**config.mk**
```make
export PLATFORM = sky130hd
export DESIGN_NAME = axi_stream_reg8
export DESIGN_NICKNAME = d
export VERILOG_FILES = /design/src/rtl/axi_stream_pkg.sv /design/src/rtl/axis_beat_counter.sv /design/src/rtl/axi_stream_reg8.sv
export SDC_FILE = /design/constraint.sdc
export NUM_CORES = 1
export LEC_CHECK = 0
export BUFFER_PORTS_ARGS = -buffer_cell sky130_fd_sc_hd__buf_4
export CORE_ASPECT_RATIO = 2
export CORE_MARGIN = 5
export CORE_UTILIZATION = 35
export CTS_CLUSTER_DIAMETER = 150
export CTS_CLUSTER_SIZE = 10
export DETAILED_ROUTE_END_ITERATION = 12
export HOLD_SLACK_MARGIN = 0.05
export PLACE_DENSITY = 0.64
export SYNTH_ARGS = -nofsm -noshare
export SYNTH_HDL_FRONTEND = slang
export SYNTH_HIERARCHICAL = 1
export SYNTH_SLANG_ARGS = --single-unit
```
**constraint.sdc**
```tcl
create_clock -name clk -period 1.3 [get_ports clk]
set_input_delay 0.13 -clock clk [delete_from_list [all_inputs] [get_ports clk]]
set_output_delay 0.13 -clock clk [all_outputs]
set_load 0.05 [all_outputs]
```
**src/rtl/axi_stream_pkg.sv**
```systemverilog
// Shared types and constants for the 8-bit stream capture register.
// Reset values are collected here so the top and the counter agree on them.
package axi_stream_pkg;

    localparam int DATA_W_DEF = 8;
    localparam int CNT_W_DEF  = 8;

    typedef struct packed {
        logic [DATA_W_DEF-1:0] data;
        logic                  last;
    } axis_beat_t;

    localparam axis_beat_t RST_BEAT  = '0;
    localparam logic       RST_VALID = 1'b0;
    localparam logic       RST_LAST  = 1'b0;

endpackage

```
**src/rtl/axis_beat_counter.sv**
```systemverilog
// Beat-in-packet and completed-packet counters, both free-running modulo 2^CNT_W.
module axis_beat_counter
    import axi_stream_pkg::*;
#(
    parameter int CNT_W = CNT_W_DEF
) (
    input  logic             clk,
    input  logic             reset,
    input  logic             acc,
    input  logic             last,
    output logic [CNT_W-1:0] beat_count,
    output logic [CNT_W-1:0] pkt_count
);

    logic [CNT_W-1:0] beat_q, beat_d;
    logic [CNT_W-1:0] pkt_q,  pkt_d;

    always_comb begin
        beat_d = beat_q;
        pkt_d  = pkt_q;
        if (acc) begin
            if (last) begin
                beat_d = '0;
                pkt_d  = pkt_q + CNT_W'(1);
            end else begin
                beat_d = beat_q + CNT_W'(1);
            end
        end
    end

    always_ff @(posedge clk or negedge reset) begin
        if (!reset) begin
            beat_q <= '0;
            pkt_q  <= '0;
        end else begin
            beat_q <= beat_d;
            pkt_q  <= pkt_d;
        end
    end

    assign beat_count = beat_q;
    assign pkt_count  = pkt_q;

endmodule

```
**src/rtl/axi_stream_reg8.sv**
```systemverilog
// Single-stage stream capture register: holds the last accepted beat and its last flag,
// pulses out_valid for one cycle per accepted beat, and tracks beat/packet counts.
module axi_stream_reg8
    import axi_stream_pkg::*;
#(
    parameter int DATA_W = DATA_W_DEF,
    parameter int CNT_W  = CNT_W_DEF
) (
    input  logic              clk,
    input  logic              reset,
    input  logic [DATA_W-1:0] in_data,
    input  logic              T_valid_in,
    input  logic              T_ready,
    input  logic              Tlast,
    output logic [DATA_W-1:0] out_data,
    output logic              out_valid,
    output logic              out_last,
    output logic [CNT_W-1:0]  beat_count,
    output logic [CNT_W-1:0]  pkt_count
);

    logic              acc;
    logic [DATA_W-1:0] data_q, data_d;
    logic              valid_q, valid_d;
    logic              last_q, last_d;

    assign acc = T_valid_in & T_ready;

    always_comb begin
        data_d  = data_q;
        last_d  = last_q;
        valid_d = 1'b0;
        if (acc) begin
            data_d  = in_data;
            last_d  = Tlast;
            valid_d = 1'b1;
        end
    end

    always_ff @(posedge clk or negedge reset) begin
        if (!reset) begin
            data_q  <= '0;
            valid_q <= RST_VALID;
            last_q  <= RST_LAST;
        end else begin
            data_q  <= data_d;
            valid_q <= valid_d;
            last_q  <= last_d;
        end
    end

    assign out_data  = data_q;
    assign out_valid = valid_q;
    assign out_last  = last_q;

    axis_beat_counter #(.CNT_W(CNT_W)) u_counter (
        .clk        (clk),
        .reset      (reset),
        .acc        (acc),
        .last       (Tlast),
        .beat_count (beat_count),
        .pkt_count  (pkt_count)
    );

endmodule

```
* Yosys cells after proc, flatten, opt, wreduce, memory -nomap -nowiden *
Index checks and enable logic that the tools add are counted.

word-level totals
  bits in registers = 26
  output and inout bits = 26
  logic and storage cells = 11

operators by class
  bitwise gates (word level) = 1
  multiplexer cells = 2
  reduce and logical (&&, ||, !) cells = 1
  add/sub/neg operators = 2

operator list
  operator                                                        number
  8-bit by 1-bit adder with 8-bit output (second input constant)  2
  8-bit 2-to-1 mux                                                1
  2-bit AND reduction                                             1
  1-bit AND                                                       1
  1-bit 2-to-1 mux                                                1

* Longest topological paths before layout *
Gate-level depths: netlist (run 1).

  word-level depth = 2
  depth in mapped cells = 6
  gate-level depth less buffers = 5

* Hierarchy *
The synthesis (run 1) kept the hierarchy.

modules (own cells, without submodules)
  module             instances  seq. area each (um2)  cells an instance  area an instance (um2)
  axis_beat_counter  1          400.4                 68                 769.5
  axi_stream_reg8    1          250.2                 21                 366.6

* Worst setup path before layout (run 1) *
Ideal clock, no wire load.

  path type = flip-flop to flip-flop
  start point = register u_counter.beat_q[0], in the netlist u_counter/beat_count[0]
  end point = register u_counter.beat_q[6], in the netlist u_counter/beat_count[6]
  required time = 1.223 ns
  path slack = -0.269 ns
  cell stages (with the launch flop) = 5
  buffers on the path = 0
  data arrival time = 1.492 ns
  path through = dfrtp_1 -> ha_1 -> nand2_1 -> or3_1 -> a21oi_1

between the ends
  longest elaborated chain between the ends = 2

ends and longest elaborated chain
  item                                    line                     source
  start: declaration                      axis_beat_counter.sv:15  logic [CNT_W-1:0] beat_q, beat_d;
  start signal: assignment                axis_beat_counter.sv:36  beat_q <= beat_d;
  8-bit by 1-bit adder with 8-bit output  axis_beat_counter.sv:26  beat_d = beat_q + CNT_W'(1);
  8-bit 2-to-1 mux                        axis_beat_counter.sv:22  if (last) begin

No other way between the ends.
A chain may end at the register's enable or synchronous reset.

* Worst setup path in the final report (run 1) *
  start point = register u_counter.beat_q[1], in the netlist u_counter/beat_count[1]
  end point = register u_counter.beat_q[6], in the netlist u_counter/beat_count[6]

Same word-level chain as after synthesis.

==> results.ini, run 1 <==
[pwr]
power_density_nw_per_um2 = 1770
p_leak_nw = 0.744
irDropWorstVdd_mv = 1.11
power.total_mw = 2.80

[synthesis]
synth.avg_cell_area_um2 = 12.8
yosys_warnings = 6
yosys.area.top_type_share_pct = 57.3
syn_inst = 89
ys_ff_latch = 26
syn_nets = 104
ys_seq_area_share_pct = 57.3
synth_top_area_cell = dfrtp_1
synthTopCellsByArea = dfrtp_1 (57%), mux2_2 (12%), xnor2_1 (4.6%)
ys_types = 25
syn-cell-area_um2 = 1140

[worst_setup_path]
crit_required_ns = 1.50
worstPathCellList = ha_4 -> nand2_1 -> or3_1 -> a21oi_1
slowest_stage = dfrtp_2
critPathLaunchType = flop
critPathMaxFanout = 6
criticalPathCategory = flop to flop
critPathCaptureType = flop
slowest_delay_ns = 0.45
crit_buf_inv = 0
arrival_ns = 1.40
crit_family = flip-flops

[cts]
cts_tree = yes
cts_buffers = 3
clkLatencyLatePin_ns = 0.26
cts-root-buf = clkbuf_8
htreeDepth = 1
cts.sinks = 26
clockBufferDepth = 2
clk_pin_slew_ns = 0.09

[sta]
rsz0062_at_grt = no
fin_hold_ws_ns = 0.0731
fmax_mhz = 832
hold_violations = 0
min_period_ns = 1.20
slew_headroom_pct = 78.2
fin_tns_setup_ns = 0
drv_slew = 0
fin_crit_sh_pct = 92.5
worst_slew_pin_slew_ns = 0.327
setup_viol = 0
clock_skew_ns = 0.00100
setup_slack_ns = 0.0977

[die]
io_pins = 39
die_area_um2 = 4550
core_area_um2 = 3160
fp.dieW_um = 50.3
row_count = 29
die_h_um = 90.6
start_util_pct = 36.0

[route]
vias = 861
wirelength_mm = 2.57
drt_iter0_markers = 17
drc = 0
ant_nets = 0
vias_per_cell = 5.16
drtPass1Iterations = 4
wire_per_inst_um = 15.4

[global_route]
grt_pass1_wl_mm = 4.32
grt_usage_pct = 11.9
grt_pass1_vias = 953
grt_antenna_before_repair = 0
overflow = 0
grt_max_degree = 27

[cells_and_area]
layout.nets = 152
diodes = 0
layout_common_cells = buf_4 (43), dfrtp_1 (16), mux2_2 (12)
area_growth_pct = 39.2
final_common_cell = buf_4
n_fill_cell = 302
multiInputGateArea_um2 = 463
drive_gt1_share_pct = 54.4
seq_area_um2 = 663

[min_path]
hp-class = input port to flop

[placed_design]
hpwl_mm = 2.01
port-buffer-count = 38
dp_slack_ns = 0.0805
gp_congestion = 0.718

[flow_run]
maxCapViolCount = 0

[outcome]
status = finished, final reports clean

cell families (layout without fill, tap and decap cells):
group,after synthesis,in the layout,share of synthesized area [%]
adders and majority gates,2,2,2.20
and+or+nand+nor,22,22,12.8
muxes,13,13,12.8
AOI/OAI and AO/OA,12,12,6.50
buffers and inverters,7,54,3.08
xor gates and xnor gates,7,7,5.40
DFF,26,26,57.3
worst register-to-register path: stages, from the launching register on:
cell and delay [ns]:
dfrtp_2 0.45, ha_4 0.18, nand2_1 0.06, or3_1 0.32
a21oi_1 0.13
state kept, by name, indices dropped and copies added, names as in the netlist:
name	count
out_valid	1
u_counter/beat_count	8
out_data	8
out_last	1
u_counter/pkt_count	8
Yosys cell counts:
cell type / count
ha_1: 2
nor2_1: 1
nand4_4: 1
xnor2_1: 6
nand3b_1: 1
nand2_4: 1
xor2_1: 1
nand4_1: 5
nand3_1: 1
o21ai_0: 4
or3_1: 3
a41oi_1: 1
buf_6: 1
o22ai_1: 3
and3_1: 2
a41o_2: 1
and2b_2: 1
a21oi_1: 3
inv_1: 5
nand2_1: 5
dfrtp_1: 26
mux2_2: 12
and2_1: 1
buf_2: 1
mux2i_1: 1
final cells by class:
cell class	count	share of cell area, %
flip-flops and latches	26	41.9
multi-input cells	56	29.3
repair buffers	45	22.3
clock buffers	4	2.85
well taps	31	2.45
inverters	5	1.19
power by group:
group          internal (mW)  switching (mW)  total (mW)
combinational          0.413           0.756        1.17
sequential             0.978           0.187        1.17
clock                  0.219           0.247       0.466
layer usage:
metal / vias up / global-route usage [%] / share of wire [%]
met4: 0 / 5.69 / 1.6
met5: - / 0 / 0
li1: 411 / - / -
met2: 27 / 22.0 / 59
met1: 419 / 11.8 / 35
met3: 4 / 2.48 / 4.9
repair_timing:
item | in CTS | in global routing
endpoints found under the hold margin | 26 | 0
endpoints found under the setup margin | 0 | 1
hold buffers | 1 | 0
resized for setup | 0 | 0
buffers inserted | 0 | 2
through the flow:
| step | std cells | area [um^2] | util [%] |
|---|---|---|---|
| after floorplan | 89 | 1160 | - |
| after global placement | 160 | 1510 | 47.9 |
| after detailed placement | 160 | 1510 | 47.9 |
| after CTS | 165 | 1570 | 49.6 |
| after global routing | 167 | 1580 | 50.1 |
| final | 167 | 1580 | 50.1 |
worst paths after layout:
kind	startpoint	end	slack, ns	depth (start not counted)
max in group asynchronous	reset	u_counter/pkt_count[0]$_DFFE_PN0P_	0.73	2
min in group asynchronous	reset	out_data[3]$_DFFE_PN0P_	0.29	2
hold / removal	Tlast	u_counter/beat_count[2]$_DFFE_PN0P_	0.07	2
hold reg to reg	u_counter/pkt_count[7]$_DFFE_PN0P_	u_counter/pkt_count[7]$_DFFE_PN0P_	0.47	1
setup reg to reg	u_counter/beat_count[1]$_DFFE_PN0P_	u_counter/beat_count[6]$_DFFE_PN0P_	0.1	4
setup / recovery	u_counter/beat_count[1]$_DFFE_PN0P_	u_counter/beat_count[6]$_DFFE_PN0P_	0.1	4
(Power assumes the default switching activity.)
==> run 2, diff against run 1 <==
- PLACE_DENSITY: 0.64 -> 0.66
- clock period: 1.3 -> 1.1 ns (I/O delays scaled with it)
==> run 2 against run 1 <==
The run now ends with negative setup slack left; core utilization grew 4.5 points; critical path depth grew 1; sequential share of layout area shrank 3.3 points; final cell count grew 4.2%; die area is the same; sequential power grew 18%; count of clock-buffer cells in the layout shrank 1; maximum frequency shrank 1.9%; critical path type unchanged; largest cell class unchanged; highest routed layer unchanged.
==> results.ini, run 2 (same netlist as run 1, synthesis figures left out) <==
[cells_and_area]
fin_area_um2 = 1720
diodes = 0
final_common_cell = buf_4
layout_common_cells = buf_4 (43), dfrtp_1 (14), mux2_2 (12), dfrtp_2 (12), xnor2_1 (6)
layout.nets = 159
n_fill_cell = 266
area_growth_pct = 51.7
drive_gt1_share_pct = 62.9

[route]
wire_per_inst_um = 15.2
drc = 0
wirelength_mm = 2.64
drt_iter0_markers = 9
vias = 894
ant_nets = 0
drtPass1Iterations = 4
vias_per_cell = 5.14

[sta]
rsz0062_at_grt = yes
clock_skew_ns = 0.00102
fmax_mhz = 816
fin_crit_sh_pct = 111
worst_slew_pin_slew_ns = 0.332
setup_viol = 6
hold_violations = 0
min_period_ns = 1.23
setup_slack_ns = -0.125
fin_hold_ws_ns = 0.0646
drv_slew = 0
slew_headroom_pct = 77.8

[cts]
cts_buffers = 3
clkLatencyLatePin_ns = 0.27
clk_pin_slew_ns = 0.09
cts_tree = yes
cts-root-buf = clkbuf_8
clockBufferDepth = 2
cts.sinks = 26
htreeDepth = 1

[worst_setup_path]
reg2regPathDepth = 5
arrival_ns = 1.38
crit_start = u_counter/beat_count[1]$_DFFE_PN0P_
criticalPathCategory = flop to flop
critPathMaxFanout = 5
crit_family = flip-flops
crit_required_ns = 1.26
worstPathCellList = ha_4 -> nand2_2 -> buf_4 -> o21ai_0 -> a21oi_2
slowest_delay_ns = 0.43
critical_path_cell_count = 5
r2r-end = u_counter/beat_count[6]$_DFFE_PN0P_
critPathCaptureType = flop
slowest_stage = dfrtp_2
r2r_setup_slack_ns = -0.13
reg2reg_from = u_counter/beat_count[1]$_DFFE_PN0P_
crit_buf_inv = 1
worstSetupEndpoint = u_counter/beat_count[6]$_DFFE_PN0P_
critPathLaunchType = flop

[die]
core_area_um2 = 3160
die_h_um = 90.6
fp.dieW_um = 50.3
io_pins = 39
row_count = 29
die_area_um2 = 4550
start_util_pct = 36.0

[placed_design]
port-buffer-count = 38
gp_congestion = 0.730
dpl_cell_area_um2 = 1560
hpwl_mm = 2.04

[pwr]
p_int_mw = 2.27
power_density_nw_per_um2 = 2170
switchingPower_mw = 1.47
p_leak_nw = 0.796
pwr-share-comb_pct = 42.0
power_frac_clock_pct = 21.0
p_seq_share_pct = 37.0
sw_frac_of_total_pct = 39.2
irDropWorstVdd_mv = 1.57

[global_route]
grt_max_degree = 27
overflow = 0
grt_usage_pct = 12.2
grt_antenna_before_repair = 0
grt_pass1_wl_mm = 4.43
grt_pass1_vias = 998

[outcome]
violations = negative setup slack
status = finished, violations left

[flow_run]
maxCapViolCount = 0

[min_path]
hp-class = input port to flop

-- run 2: cell types whose count changed in the layout (fill, tap and decap cells not counted), sizes merged --
cell	previous run	this run
buf	44	51
bufinv	0	1
clkbuf	4	3
-- run 2: worst min-delay path by stage --
stage                          start                      end  cells after the start
after detailed placement       reset  out_data[0]$_DFFE_PN0P_                      1
after global routing      in_data[4]  out_data[4]$_DFFE_PN0P_                      2
after floorplan                reset  out_data[0]$_DFFE_PN0P_                      0
after CTS                 in_data[4]  out_data[4]$_DFFE_PN0P_                      2
after global placement         reset  out_data[0]$_DFFE_PN0P_                      1
final                     in_data[1]  out_data[1]$_DFFE_PN0P_                      2
-- run 2: metal layers --
layer	global-route usage (%)	part of all wire, %	vias up
met1	12.9	36	431
met4	7.22	0.95	0
met5	0	0	-
met2	20.4	55	32
met3	3.64	7.2	2
li1	-	-	429
-- run 2: area by class of cell --
class / count / area [um^2] / share of cell area (%)
well taps: 31 / 38.8 / 2.25
inverters: 5 / 18.8 / 1.09
multi-input cells: 56 / 494 / 28.7
clock inverters: 1 / 30.0 / 1.74
repair buffers: 52 / 434 / 25.2
clock buffers: 3 / 41.3 / 2.40
flip-flops and latches: 26 / 666 / 38.6
-- run 2: what timing repair did --
item | in CTS | in global routing
resized for setup | 12 | 3
pin swaps | 3 | 1
buffers inserted | 2 | 1
endpoints found under the setup margin | 8 | 10
hold buffers | 1 | 0
hold endpoints to repair | 26 | 0
-- run 2: through the flow --
step | setup TNS, ns | setup slack [ns] | instances | util (%) | power [mW]
after global placement | -0.0361 | -0.0220 | 166 | 49.5 | 2.84
after CTS | -0.256 | -0.0530 | 173 | 54.0 | 3.76
after global routing | -0.596 | -0.135 | 174 | 54.6 | 3.92
after detailed placement | -0.255 | -0.0982 | 166 | 49.5 | 2.89
after floorplan | -0.911 | -0.197 | 89 | - | 2.33
final | -0.246 | -0.125 | 174 | 54.6 | 3.74
-- run 2: power groups by stage --
stage | Combinational, mW | Clock [mW] | Sequential (mW)
6_report | 1.57 | 0.786 | 1.38
5_1_grt | 1.64 | 0.851 | 1.42
4_1_cts | 1.57 | 0.808 | 1.39
3_5_place_dp | 1.48 | 0 | 1.41
3_3_place_gp | 1.45 | 0 | 1.39
2_1_floorplan | 0.319 | 0 | 2.01
